$ cat config.mk
export PLATFORM = sky130hd
export DESIGN_NAME = note_judge
export DESIGN_NICKNAME = d
export VERILOG_FILES = /design/src/rtl/note_judge.sv
export SDC_FILE = /design/constraint.sdc
export NUM_CORES = 1
export LEC_CHECK = 0
export ABC_CLOCK_PERIOD_IN_PS = 4500
export BUFFER_PORTS_ARGS = -buffer_cell sky130_fd_sc_hd__buf_2
export CAP_MARGIN = 10
export CORE_MARGIN = 2
export CORE_UTILIZATION = 45
export CTS_CLUSTER_SIZE = 24
export DETAILED_ROUTE_END_ITERATION = 10
export PLACE_DENSITY = 0.68
export SYNTH_ARGS = -nofsm -noshare
export SYNTH_HDL_FRONTEND = slang
export SYNTH_SLANG_ARGS = --single-unit
$ cat constraint.sdc
create_clock -name CLOCK_25 -period 4.5 [get_ports CLOCK_25]
set_input_delay 0.225 -clock CLOCK_25 [delete_from_list [all_inputs] [get_ports CLOCK_25]]
set_output_delay 0.225 -clock CLOCK_25 [all_outputs]
set_load 0.005 [all_outputs]
$ cat src/rtl/note_judge.sv
// note_judge: judges each falling note once as hit/miss and keeps score, combo and max_combo.
// Latency: button to hit/miss pulse is 3 clocks; no backpressure, all outputs are single-cycle pulses or counters.
module note_judge #(
    parameter int Y_HIT      = 40,
    parameter int HIT_WIN    = 8,
    parameter int HIT_POINTS = 10
) (
    input  logic        CLOCK_25,
    input  logic        reset,
    input  logic        note_new,
    input  logic [3:0]  note_cmd,
    input  logic [7:0]  note_y,
    input  logic [3:0]  btn,
    output logic        hit,
    output logic        miss,
    output logic        note_clear,
    output logic [15:0] score,
    output logic [7:0]  combo,
    output logic [7:0]  max_combo
);

    localparam logic [1:0] S_IDLE   = 2'd0;
    localparam logic [1:0] S_ARMED  = 2'd1;
    localparam logic [1:0] S_JUDGED = 2'd2;

    localparam logic [7:0] WIN_LO = 8'(Y_HIT - HIT_WIN);
    localparam logic [7:0] WIN_HI = 8'(Y_HIT + HIT_WIN);

    logic [3:0]  sync1_q, sync1_d, sync2_q, sync2_d, prev_q, prev_d;
    logic [3:0]  mask_q, mask_d;
    logic [1:0]  state_q, state_d;
    logic        hit_q, hit_d, miss_q, miss_d;
    logic [15:0] score_q, score_d;
    logic [7:0]  combo_q, combo_d, max_q, max_d;

    logic [3:0]  edges;
    logic [3:0]  mask_hit;
    logic        in_win, passed;
    logic [16:0] score_sum;
    logic [7:0]  combo_inc;

    assign edges     = sync2_q & ~prev_q;
    assign mask_hit  = mask_q | edges;
    assign in_win    = (note_y >= WIN_LO) && (note_y <= WIN_HI);
    assign passed    = note_y < WIN_LO;
    assign score_sum = {1'b0, score_q} + 17'(HIT_POINTS);
    assign combo_inc = (combo_q == 8'hFF) ? 8'hFF : combo_q + 8'd1;

    always_comb begin
        sync1_d = btn;
        sync2_d = sync1_q;
        prev_d  = sync2_q;
        state_d = state_q;
        mask_d  = mask_q;
        hit_d   = 1'b0;
        miss_d  = 1'b0;
        score_d = score_q;
        combo_d = combo_q;
        max_d   = max_q;

        case (state_q)
            S_IDLE: begin
                if (note_new) begin
                    state_d = S_ARMED;
                    mask_d  = 4'd0;
                end
            end
            S_ARMED: begin
                // A fresh note while still armed means the old one went unjudged.
                if (note_new) begin
                    miss_d = 1'b1;
                    mask_d = 4'd0;
                end else if (in_win && ((edges & ~note_cmd) != 4'd0)) begin
                    miss_d  = 1'b1;
                    state_d = S_JUDGED;
                end else if (in_win && (mask_hit == note_cmd) && (note_cmd != 4'd0)) begin
                    hit_d   = 1'b1;
                    state_d = S_JUDGED;
                end else if (in_win) begin
                    mask_d = mask_hit;
                end else if (passed) begin
                    miss_d  = 1'b1;
                    state_d = S_JUDGED;
                end
            end
            S_JUDGED: begin
                if (note_new) begin
                    state_d = S_ARMED;
                    mask_d  = 4'd0;
                end
            end
            default: state_d = S_IDLE;
        endcase

        if (hit_d) begin
            score_d = score_sum[16] ? 16'hFFFF : score_sum[15:0];
            combo_d = combo_inc;
            max_d   = (combo_inc > max_q) ? combo_inc : max_q;
        end else if (miss_d) begin
            combo_d = 8'd0;
        end
    end

    always_ff @(posedge CLOCK_25) begin
        if (!reset) begin
            sync1_q <= 4'd0;
            sync2_q <= 4'd0;
            prev_q  <= 4'd0;
            mask_q  <= 4'd0;
            state_q <= S_IDLE;
            hit_q   <= 1'b0;
            miss_q  <= 1'b0;
            score_q <= 16'd0;
            combo_q <= 8'd0;
            max_q   <= 8'd0;
        end else begin
            sync1_q <= sync1_d;
            sync2_q <= sync2_d;
            prev_q  <= prev_d;
            mask_q  <= mask_d;
            state_q <= state_d;
            hit_q   <= hit_d;
            miss_q  <= miss_d;
            score_q <= score_d;
            combo_q <= combo_d;
            max_q   <= max_d;
        end
    end

    assign hit        = hit_q;
    assign note_clear = hit_q;
    assign miss       = miss_q;
    assign score      = score_q;
    assign combo      = combo_q;
    assign max_combo  = max_q;

endmodule

==> impl_metrics.ini <==
[power_and_ir_drop]
sequentialPowerShare = 0.543
pwr-share-comb = 0.053
power.total_uw = 863
clkPwrFrac = 0.403
p_per_area_nw_per_um2 = 283
ir_drop_v = 0.000126
p_int_uw = 682
leakagePower_nw = 1.37
sw_frac_of_total = 0.210
p_sw_uw = 181

[setup_path]
cp_num_buf_inv = 0
crit_path_end_kind = flop
criticalPathCategory = flop to flop
crit_arrival_ns = 3.21
crit_path_start_kind = flop
slowest_stage = dfxtp_1
critPathMostFrequentCell = ha_1
crit_family = simple AND/OR/NAND/NOR gates
critPathRequiredTime_ns = 4.74
cp_max_fo = 8
slowest_delay_ns = 0.41
path_cells = ha_1, and3_1, nand3_1, or2_0, nand2b_1, ha_1, nor2b_1, o211ai_1, a21oi_1, o32a_1, nand2_2, mux2i_1

[floorplan]
io-pin-count = 54
floorplan.initialDensity = 0.470
dieArea_um2 = 6440
fp.dieW_um = 80.3
design.core.area_um2 = 5570
row_count = 27
die_h_um = 80.3

[placed_design]
hpwl_um = 3810
portBuffers = 53
placed_area_um2 = 2920
routabilityCongestion = 0.754

[clock_network]
ctsResizeCount = 0
clock_sinks = 52
clk_latency_ns = 0.31
path_clk_slew_ns = 0.09
cts_tree = built
cts.path.max_buffers = 2
htree_num_levels = 2
root_buffer = clkbuf_8
cts_buffers = 5
cts_setup_buffers = 0
hold_buffers = 0

[synthesis]
yosysSeqAreaShare = 0.398
yosysWarnings = 0
yosysUniqueCellTypes = 52
synthArstFlopShare = 0
yosys-top-cells-area = dfxtp_1 40%, ha_1 4.8%, nand2_1 4.6%, and2_1 3.8%, mux2i_1 3.4%
synth_top_cell_by_area = dfxtp_1
syn_area_um2 = 2620
ys_ff_latch = 52
synth.avg_cell_area_um2 = 8.96
synth_edf_count = 0
synth_ff_type = dfxtp_1
synth_fp_nets = 321
syn-instance-count = 292
synth_top_area_frac = 0.398

[finish]
antenna_cells = 0
final_area_um2 = 3050
final_core_util = 0.547
nets = 371
layout_common_cells = 53 x buf_2, 52 x dfxtp_1, 32 x nand2_1
drive_above_1_share = 0.210
area_growth_pct = 16.4
final_common_cell = buf_2

[worst_hold_path]
hold_path.class = primary input to flop

[global_routing]
grt_pass1_vias = 1994
grt_pass1_wl_um = 8940
antenna_found_initial = 0
grtUsageTotal = 0.175
grt_max_degree = 36
overflow = 0

[detailed_routing]
vias_per_cell = 5.41
wl_per_cell_um = 12.8
drc_errors = 0
dr.pass1.iters = 4
totalWireLength_um = 5310
drt_iter0_markers = 103
vias = 2247
ant_nets = 0

[timing]
rsz0062_at_grt = no
finalHoldViolations = 0
setup_viol = 0
finalSetupTns_ns = 0
slew_headroom = 0.618
period_share = 0.661
min_period_ns = 2.97
skew_ns = 0.00713
hold_ws_ns = 0.124
fmax_mhz = 336
tightest_slew_ns = 0.572
drv_slew = 0

[status]
outcome = complete, no violations

[job]
maxCapViolCount = 0
==> cell type report <==
cell class	instances	area (um2)
timing repair buffer	54	273
clock buffer	7	96.3
inverter	14	52.6
fill	535	2530
tap	72	90.1
multi-input combinational	215	1470
sequential	52	1040
clock inverter	1	30.0
==> power by group through the flow <==
| stage | Sequential (mW) | Clock [mW] | Combinational, mW |
|---|---|---|---|
| finish | 0.469 | 0.348 | 0.0461 |
| global route | 0.470 | 0.377 | 0.0518 |
| CTS | 0.469 | 0.362 | 0.0465 |
| detailed placement | 0.479 | 0 | 0.0463 |
| global placement | 0.479 | 0 | 0.0460 |
| floorplan | 0.479 | 0 | 0.0305 |
==> path summary, 6_finish.rpt <==
check        startpoint            to  slack (ns)  depth (start not counted)
max            combo[0]  max_combo[5]        1.53                         12
min              btn[2]    sync1_q[2]        0.12                          2
max reg2reg    combo[0]  max_combo[5]        1.53                         12
min reg2reg  sync1_q[3]     prev_d[3]        0.44                          1
==> stage by stage <==
step | instances | worst slack [ns]
finish | 415 | 1.53
global route | 415 | 1.25
CTS | 415 | 1.50
detailed placement | 407 | 1.55
global placement | 407 | 1.68
floorplan | 292 | 1.82
==> Yosys cell counts, drive strengths merged (5+ instances only) <==
cell type and instances:
mux2i 9, ha 10, clkbuf 6, and4 8, a22o 8, o21a 5, a21oi 17, inv 14
nand4 6, nand2b 6, and2 16, nor2 14, nor3 14, nor3b 7, dfxtp 52, o21ai 5
nand3 6, nor2b 9, nand2 33, buf 5
==> registers in the layout, summed over array words and instances, names as in the netlist <==
signal / count
max_combo: 8
prev_d: 4
prev_q: 4
hit: 1
combo: 8
state_q: 2
miss: 1
sync1_q: 4
score: 16
mask_q: 4
==> cells by family (layout without fill, tap and decap cells) <==
logic type / after synthesis / in the layout / synth area share
simple gates: 131 / 131 / 0.280
compound gates: 61 / 61 / 0.183
flops: 52 / 52 / 0.398
buf+inv: 25 / 76 / 0.0425
fa+ha+maj: 10 / 10 / 0.0478
mux: 10 / 10 / 0.0387
xor+xnor: 3 / 3 / 0.0100
==> per-layer routing <==
layer | vias to the layer above | GRT usage | routed length, um
met5 | - | 0 | 0
met4 | 0 | 0.0610 | 54
met3 | 4 | 0.0416 | 256
met2 | 51 | 0.285 | 2350
met1 | 1026 | 0.224 | 2640
li1 | 1166 | - | -
(Power assumes the default switching activity.)
